$ cat config.mk
export PLATFORM = sky130hd
export DESIGN_NAME = cache_controller
export DESIGN_NICKNAME = d
export VERILOG_FILES = /design/src/rtl/cache_controller.sv
export SDC_FILE = /design/constraint.sdc
export NUM_CORES = 1
export LEC_CHECK = 0
export CORE_MARGIN = 2
export CORE_UTILIZATION = 25
export DETAILED_ROUTE_END_ITERATION = 8
export MAX_ROUTING_LAYER = met4
export PLACE_DENSITY = 0.85
export SLEW_MARGIN = 20
export SYNTH_ARGS = -nofsm -noshare
export SYNTH_HDL_FRONTEND = slang
export SYNTH_SLANG_ARGS = --single-unit
$ cat constraint.sdc
create_clock -name clk_i -period 1.71 [get_ports clk_i]
set_input_delay 0.342 -clock clk_i [delete_from_list [all_inputs] [get_ports clk_i]]
set_output_delay 0.342 -clock clk_i [all_outputs]
set_load 0.01 [all_outputs]
$ cat src/rtl/cache_controller.sv
// -----------------------------------------------------------------------------
// cache_controller
//
// Sequencing FSM for one cache set. Serves processor read/write hits in the
// request cycle; on a miss it writes back a dirty victim word by word, fills
// the line from memory, validates it and then serves the request as a hit.
//
// Optional feature macro: CACHE_PERF_COUNTER_EN
//   defined   -> adds hit_count_o / miss_count_o (32-bit wrapping counters)
//   undefined -> counters and ports are absent
//
// Ports:
//   clk_i, rst_i      clock, asynchronous active-high reset
//   read_i, write_i   processor requests (level, held until ready_o)
//   addr_i[31:0]      processor address
//   hit_i, dirty_i    set lookup result / dirty bit of selected line
//   tag_i             tag of the selected (victim) line
//   mem_ready_i       memory accepted write word / read data valid
//   control_o[5:0]    {write_en, update_en, set_valid, set_dirty,
//                      strategy_en, offset_sel} to the set
//   mem_addr_o[31:0]  word address to memory and the set
//   mem_read_o        memory read request
//   mem_write_o       memory write request
//   ready_o           one-cycle completion pulse
//   hit_count_o       (CACHE_PERF_COUNTER_EN) hit counter
//   miss_count_o      (CACHE_PERF_COUNTER_EN) miss counter
// -----------------------------------------------------------------------------
`ifndef CACHE_T
`define CACHE_T 24
`endif
`ifndef CACHE_B
`define CACHE_B 4
`endif

module cache_controller #(
    parameter int TAG_WIDTH    = `CACHE_T,
    parameter int OFFSET_WIDTH = `CACHE_B
) (
    input  logic                 clk_i,
    input  logic                 rst_i,
    input  logic                 read_i,
    input  logic                 write_i,
    input  logic [31:0]          addr_i,
    input  logic                 hit_i,
    input  logic                 dirty_i,
    input  logic [TAG_WIDTH-1:0] tag_i,
    input  logic                 mem_ready_i,
    output logic [5:0]           control_o,
    output logic [31:0]          mem_addr_o,
    output logic                 mem_read_o,
    output logic                 mem_write_o,
    output logic                 ready_o
`ifdef CACHE_PERF_COUNTER_EN
    ,
    output logic [31:0]          hit_count_o,
    output logic [31:0]          miss_count_o
`endif
);

    localparam int CW = OFFSET_WIDTH - 2;
    localparam int IW = 32 - TAG_WIDTH - OFFSET_WIDTH;

    localparam logic [1:0] S_IDLE       = 2'd0;
    localparam logic [1:0] S_WRITE_BACK = 2'd1;
    localparam logic [1:0] S_ALLOCATE   = 2'd2;

    localparam logic [CW-1:0] CNT_LAST = '1;

    // control_o encodings
    localparam logic [5:0] CTRL_READ_HIT  = 6'b000011;
    localparam logic [5:0] CTRL_WRITE_HIT = 6'b101111;
    localparam logic [5:0] CTRL_FILL      = 6'b100000;
    localparam logic [5:0] CTRL_FILL_LAST = 6'b111000;

    logic [1:0]    r_state;
    logic [CW-1:0] r_cnt;

    logic [1:0]    w_next_state;
    logic [CW-1:0] w_next_cnt;
    logic          w_req;
    logic [IW-1:0] w_index;
    logic          w_cnt_last;

    logic          w_ready;
    logic [5:0]    w_ctrl;
    logic          w_mem_read;
    logic          w_mem_write;
    logic [31:0]   w_mem_addr;

    // Byte-offset bits are not needed: memory is addressed by word.
    logic          w_unused_offset;
    assign w_unused_offset = ^addr_i[OFFSET_WIDTH-1:0];

    assign w_req      = read_i | write_i;
    assign w_index    = addr_i[31-TAG_WIDTH:OFFSET_WIDTH];
    assign w_cnt_last = (r_cnt == CNT_LAST);

    always_comb begin
        w_next_state = r_state;
        w_next_cnt   = r_cnt;
        w_ready      = 1'b0;
        w_ctrl       = '0;
        w_mem_read   = 1'b0;
        w_mem_write  = 1'b0;
        w_mem_addr   = '0;
        case (r_state)
            S_IDLE: begin
                if (w_req) begin
                    if (hit_i) begin
                        w_ready = 1'b1;
                        // simultaneous read and write is served as a write
                        w_ctrl  = write_i ? CTRL_WRITE_HIT : CTRL_READ_HIT;
                    end else begin
                        w_next_cnt   = '0;
                        w_next_state = dirty_i ? S_WRITE_BACK : S_ALLOCATE;
                    end
                end
            end
            S_WRITE_BACK: begin
                // control stays 0: offset_sel=0 picks the victim word
                w_mem_write = 1'b1;
                w_mem_addr  = {tag_i, w_index, r_cnt, 2'b00};
                if (mem_ready_i) begin
                    w_next_cnt = r_cnt + 1'b1;  // wraps to 0 after last word
                    if (w_cnt_last) begin
                        w_next_state = S_ALLOCATE;
                    end
                end
            end
            S_ALLOCATE: begin
                w_mem_read = 1'b1;
                w_mem_addr = {addr_i[31:OFFSET_WIDTH], r_cnt, 2'b00};
                if (mem_ready_i) begin
                    w_next_cnt = r_cnt + 1'b1;
                    if (w_cnt_last) begin
                        w_ctrl       = CTRL_FILL_LAST;
                        w_next_state = S_IDLE;
                    end else begin
                        w_ctrl = CTRL_FILL;
                    end
                end
            end
            default: begin
                w_next_state = S_IDLE;
                w_next_cnt   = '0;
            end
        endcase
    end

    always_ff @(posedge clk_i or posedge rst_i) begin
        if (rst_i) begin
            r_state <= S_IDLE;
            r_cnt   <= '0;
        end else begin
            r_state <= w_next_state;
            r_cnt   <= w_next_cnt;
        end
    end

    // Mealy outputs are forced low while reset is held, since IDLE would
    // otherwise reflect a pending hit.
    assign ready_o     = rst_i ? 1'b0 : w_ready;
    assign control_o   = rst_i ? '0   : w_ctrl;
    assign mem_read_o  = rst_i ? 1'b0 : w_mem_read;
    assign mem_write_o = rst_i ? 1'b0 : w_mem_write;
    assign mem_addr_o  = rst_i ? '0   : w_mem_addr;

`ifdef CACHE_PERF_COUNTER_EN
    logic        w_hit_evt;
    logic        w_miss_evt;
    logic [31:0] r_hit_count;
    logic [31:0] r_miss_count;

    assign w_hit_evt  = (r_state == S_IDLE) & w_req &  hit_i;
    assign w_miss_evt = (r_state == S_IDLE) & w_req & ~hit_i;

    always_ff @(posedge clk_i or posedge rst_i) begin
        if (rst_i) begin
            r_hit_count  <= '0;
            r_miss_count <= '0;
        end else begin
            if (w_hit_evt)  r_hit_count  <= r_hit_count + 32'd1;
            if (w_miss_evt) r_miss_count <= r_miss_count + 32'd1;
        end
    end

    assign hit_count_o  = r_hit_count;
    assign miss_count_o = r_miss_count;
`endif

endmodule

# Word level (Yosys, flattened, before mapping)
# Index checks and enable logic that the tools add are counted.
[op_classes]
n_addsub = 1
n_mul = 0
div_mod_pow = 0
n_lt_le_gt_ge = 0
eq_ne = 10
shifts = 0
mux = 29
bitwise = 1
n_reduce_logical = 4
[ops]
columns = ["op", "n"]
rows = [
  ["$pmux W32 S2", 1],
  ["$mux W32", 1],
  ["$mux W6", 5],
  ["$mux W2", 10],
  ["$ne A2 B2 Y1 const B", 6],
  ["$pmux W6 S2", 1],
  ["$mux W1", 8],
  ["$pmux W2 S3", 1],
  ["$reduce_and A6 Y1", 1],
  ["$mux W5", 1],
  ["$eq A2 B2 Y1 const B", 2],
  ["$pmux W2 S2", 1],
  ["$reduce_and A3 Y1", 1],
  ["$add A2 B1 Y2 const B", 1],
  ["$eq A2 B1 Y1 const B", 1],
  ["$logic_not A2 Y1", 1],
  ["$ne A2 B1 Y1 const B", 1],
  ["$reduce_or A2 Y1", 1],
  ["$or A1 B1 Y1", 1],
]
[totals]
register_bits = 4
latchBits = 0
ramBits = 0
romBits = 0
in_bits = 63
out_inout_bits = 41
elab_cells = 47
memories = 0

# Depth between registers and ports, before layout
[depth]
depth_word = 5
depth_mapped = 6
ltp_nobuf = 5

# Least setup slack after synthesis
# OpenSTA, ideal clock, no wires.
[synth_path]
kind = "register to output"
from = "reg r_state[0]"
to = "out mem_addr_o[11]"
t_arrival_ns = 1.340
setup_slack_ns = 0.028
stages_incl_launch_ff = 7
cell_sequence = "dfrtp_1 -> inv_1 -> ha_1 -> buf_6 -> clkbuf_1 -> a22oi_1 -> nor2_1"
[synth_via]
elab_chain_len = 3
elab_cells_between_ends = 4
classes_between = "eq/ne: 2; mux: 2"
[synth_rtl]
columns = ["element", "line_no", "rtl"]
rows = [
  ["start: declaration", "75", "logic [1:0] r_state;"],
  ["start signal: assignment", "155", "r_state <= w_next_state;"],
  ["$eq A2 B2 Y1 / $eq A2 B1 Y1 (equally long branches)", "106", "case (r_state)"],
  ["$pmux W32 S2 (*)", "106", ""],
  ["$mux W32 (*)", "166", "assign mem_addr_o = rst_i ? '0 : w_mem_addr;"],
  ["end: declaration", "49", "output logic [31:0] mem_addr_o,"],
]
# Mark *: on every way between the ends. The rest lies on a longest branch, timed or not.

# Worst setup path in the final report
[layout_path]
from = "reg r_state[1]"
to = "out control_o[3]"
[layout_via]
elab_chain_len = 3
elab_cells_between_ends = 4
classes_between = "eq/ne: 1; mux: 2; reduce/logical: 1"
[layout_rtl]
columns = ["element", "line_no", "rtl"]
rows = [
  ["$eq A2 B2 Y1 / $logic_not A2 Y1 (equally long branches)", "106", ""],
  ["$pmux W6 S2 (*)", "106", ""],
  ["$mux W6 (*)", "163", "assign control_o = rst_i ? '0 : w_ctrl;"],
  ["end: declaration", "48", "output logic [5:0] control_o,"],
]
# Marked as above.

==> flow_metrics.env <==
export IMPL_drt_drc_violations_left=0
export IMPL_postLayoutCoreUtil_pct=72.70
export IMPL_htreeDepth=1
export IMPL_grt_max_degree=25
export IMPL_finalSetupViolCount=37
export IMPL_cts_clk_slew_worst_paths_ns=0.04
export IMPL_overall_die_area_um2=3666
export IMPL_critical_path_reg2reg_startpoint="r_state[1]"
export IMPL_routed_wire_length_per_instance_um=15.17
export IMPL_wl_met3_um=519
export IMPL_synth_area_per_cell_um2=7.075
export IMPL_highest_signal_layer="met4"
export IMPL_layout_worst_path_cycle_share_pct=110.8
export IMPL_die_height_um=60.55
export IMPL_commonest_non_fill_non_tap_cell_in_the_layout="sky130_fd_sc_hd__clkdlybuf4s50_1"
export IMPL_postSynthRegisterBits=4
export IMPL_path_type_of_the_worst_setup_path="reg -> out"
export IMPL_tritoncts="done"
export IMPL_regToRegEndpoint="r_state[0]"
export IMPL_maxSlewViolCount=0
export IMPL_drv_cap=0
export IMPL_rows=20
export IMPL_synth_sequential_area_ratio_pct=12.52
export IMPL_irDropWorstVdd_uv=993.9
export IMPL_static_leakage_power_nw=0.9949
export IMPL_ys_warn_count=0
export IMPL_final_hold_viol_count=0
export IMPL_grt_remaining_overflow=0
export IMPL_synth_cell_type_count=29
export IMPL_total_length_of_routed_met2_wires_um=2124
export IMPL_crit_fanout=5
export IMPL_status="complete, but fails checks"
export IMPL_reg2regPathDepth=7
export IMPL_wl_met1_um=1452
export IMPL_setup_worst_path_end_class="primary output"
export IMPL_critPathArrivalTime_ns=1.55
export IMPL_final_instance_count_excl_fill=277
export IMPL_rsz_0062_raised_after_global_routing="yes"
export IMPL_routed_via_count_divided_by_cell_count=4.917
export IMPL_first_global_vias=1261
export IMPL_critPathLaunch="r_state[1]"
export IMPL_drive_above_1_share_pct=51.07
export IMPL_cp_required_ns=1.37
export IMPL_i_o_pin_total=104
export IMPL_finalWorstSetupSlack_ns=-0.1851
export IMPL_fin_nets=304
export IMPL_num_vias=1362
export IMPL_dr_pass1_iters=4
export IMPL_mappedNetlistArea_um2=799.5
export IMPL_failing_checks="negative setup slack"
export IMPL_max_clock_freq_mhz=527.7
export IMPL_dpl_cell_count=262
export IMPL_final_antenna_net_count=0
export IMPL_wirelength_um=4201
export IMPL_cts_inserted_buffers=3
export IMPL_finalWeightedCongestion=0.7923
export IMPL_cts_num_sinks=4
export IMPL_clockRootBuffer="sky130_fd_sc_hd__clkbuf_4"
export IMPL_detail_route_iter0_violations=71
export IMPL_dp_hpwl_um=2806
export IMPL_clock_latency_ns=0.25
export IMPL_reg2reg_setup_slack_ns=-0.10
export IMPL_clock_skew_ns=0.007159
export IMPL_core_area_um2=3053
export IMPL_final_period_minus_worst_setup_slack_ns=1.895
export IMPL_holdWs_ns=0.4422
export IMPL_syn_instance_count=113
export IMPL_post_cts_hold_buffer_count=0
export IMPL_io_buffers=97
export IMPL_antenna_cells_inserted=0
export IMPL_most_common_layout_cells="sky130_fd_sc_hd__clkdlybuf4s50_1, sky130_fd_sc_hd__buf_2, sky130_fd_sc_hd__a22oi_2, sky130_fd_sc_hd__nor2_1, sky130_fd_sc_hd__buf_4"
export IMPL_cp_endpoint="control_o[3]"
export IMPL_global_route_wire_length_before_repair_um=5761
export IMPL_power_per_cell_area_nw_per_um2=1238
export IMPL_worstSetupStartpointType="register"
export IMPL_grt_util_all_layers_pct=21.44
export IMPL_clock_tree_buffer_depth=2
export IMPL_initial_utilization_pct=26.19
export IMPL_dp_slack_ns=-0.5723
export IMPL_grt_antenna_before_repair=0
export IMPL_hold_path_class="in -> async"
export IMPL_floorplan_die_width_um=60.55
export IMPL_flow_area_growth_from_synthesis_pct=177.6
-- area by class of cell --
type,count,area (um2)
Fill cell,230,833.3
Clock buffer,3,22.52
Tap cell,44,55.05
Inverter,5,21.27
Timing Repair Buffer,128,1180
Sequential cell,4,100.1
Multi-Input combinational cell,93,840.8
-- kinds of logic (layout without fill, tap and decap cells) --
family                     Yosys count  in the layout  share of synthesized area [%]
and+or+nand+nor                     47             47                          27.08
AOI/OAI and AO/OA                   34             34                          34.12
buffers and inverters               17            136                          11.27
adders and majority gates            6              6                          9.389
muxes                                4              4                          5.164
DFF                                  4              4                          12.52
other                                1              2                         0.4690
-- sequential cells by signal (all words and copies together) (netlist names) --
register,count
r_cnt,2
r_state,2
-- per-layer routing --
layer | vias up | GRT usage [%]
met2 | 79 | 39.13
met3 | 14 | 5.544
met1 | 625 | 21.91
met4 | 0 | 8.075
li1 | 644 | -
met5 | - | -
-- critical path: stages (launching register included) --
cell                      delay [ns]
sky130_fd_sc_hd__dfrtp_1        0.39
sky130_fd_sc_hd__buf_6          0.14
sky130_fd_sc_hd__ha_4           0.20
sky130_fd_sc_hd__buf_6          0.13
sky130_fd_sc_hd__nor2_4         0.07
sky130_fd_sc_hd__nor2_2         0.04
sky130_fd_sc_hd__or2_1          0.19
sky130_fd_sc_hd__buf_2          0.14
-- power breakdown --
group	total [mW]	internal [mW]	switching, mW
registers	0.163	0.134	0.0287
logic	2.46	1.38	1.08
clock network	0.125	0.0789	0.0457
-- synth_stat cells, drive strengths merged --
cell type	instances	share of area, %
conb	1	0.47
a22oi	24	23
dfrtp	4	13
o21ba	2	2.5
mux2i	3	3.8
mux2	1	1.4
buf	10	8.0
inv	5	2.3
nor2	30	14
o21bai	1	0.94
a22o	1	1.1
nand2b	1	0.78
nand2	2	0.94
nand4b	1	1.1
a211oi	1	1.6
a32oi	1	1.1
ha	6	9.4
and3	1	0.78
and2	4	3.1
or2	1	0.78
a31oi	1	0.78
a21oi	1	1.1
nor3	1	0.63
nor3b	1	0.94
nor2b	5	3.9
o211a	2	2.5
clkbuf	2	0.94
-- how the worst min path moves through the flow --
stage	from	to	slack, ns
after CTS	rst_i	r_cnt[0]	0.44
after global placement	r_cnt[1]	r_cnt[1]	0.55
after global routing	rst_i	r_cnt[1]	0.46
after detailed placement	r_cnt[1]	r_cnt[1]	0.56
after floorplan	rst_i	r_cnt[0]	0.11
final	rst_i	r_cnt[0]	0.44
-- timing repair --
action,in CTS,in global routing
resized for setup,190,44
hold endpoints to repair,0,0
buffers inserted,5,4
pin swaps,3,18
endpoints found under the setup margin,41,41
cloned,1,2
-- stage by stage --
stage	area, um2	power, mW	TNS (ns)
after floorplan	803.3	1.049	0
after global placement	1913	1.796	-18.07
after detailed placement	1913	1.822	-18.96
after CTS	2016	2.322	-4.477
after global routing	2220	2.942	-7.382
final	2220	2.747	-5.006
No activity file was read; power rests on OpenSTA's default activity.
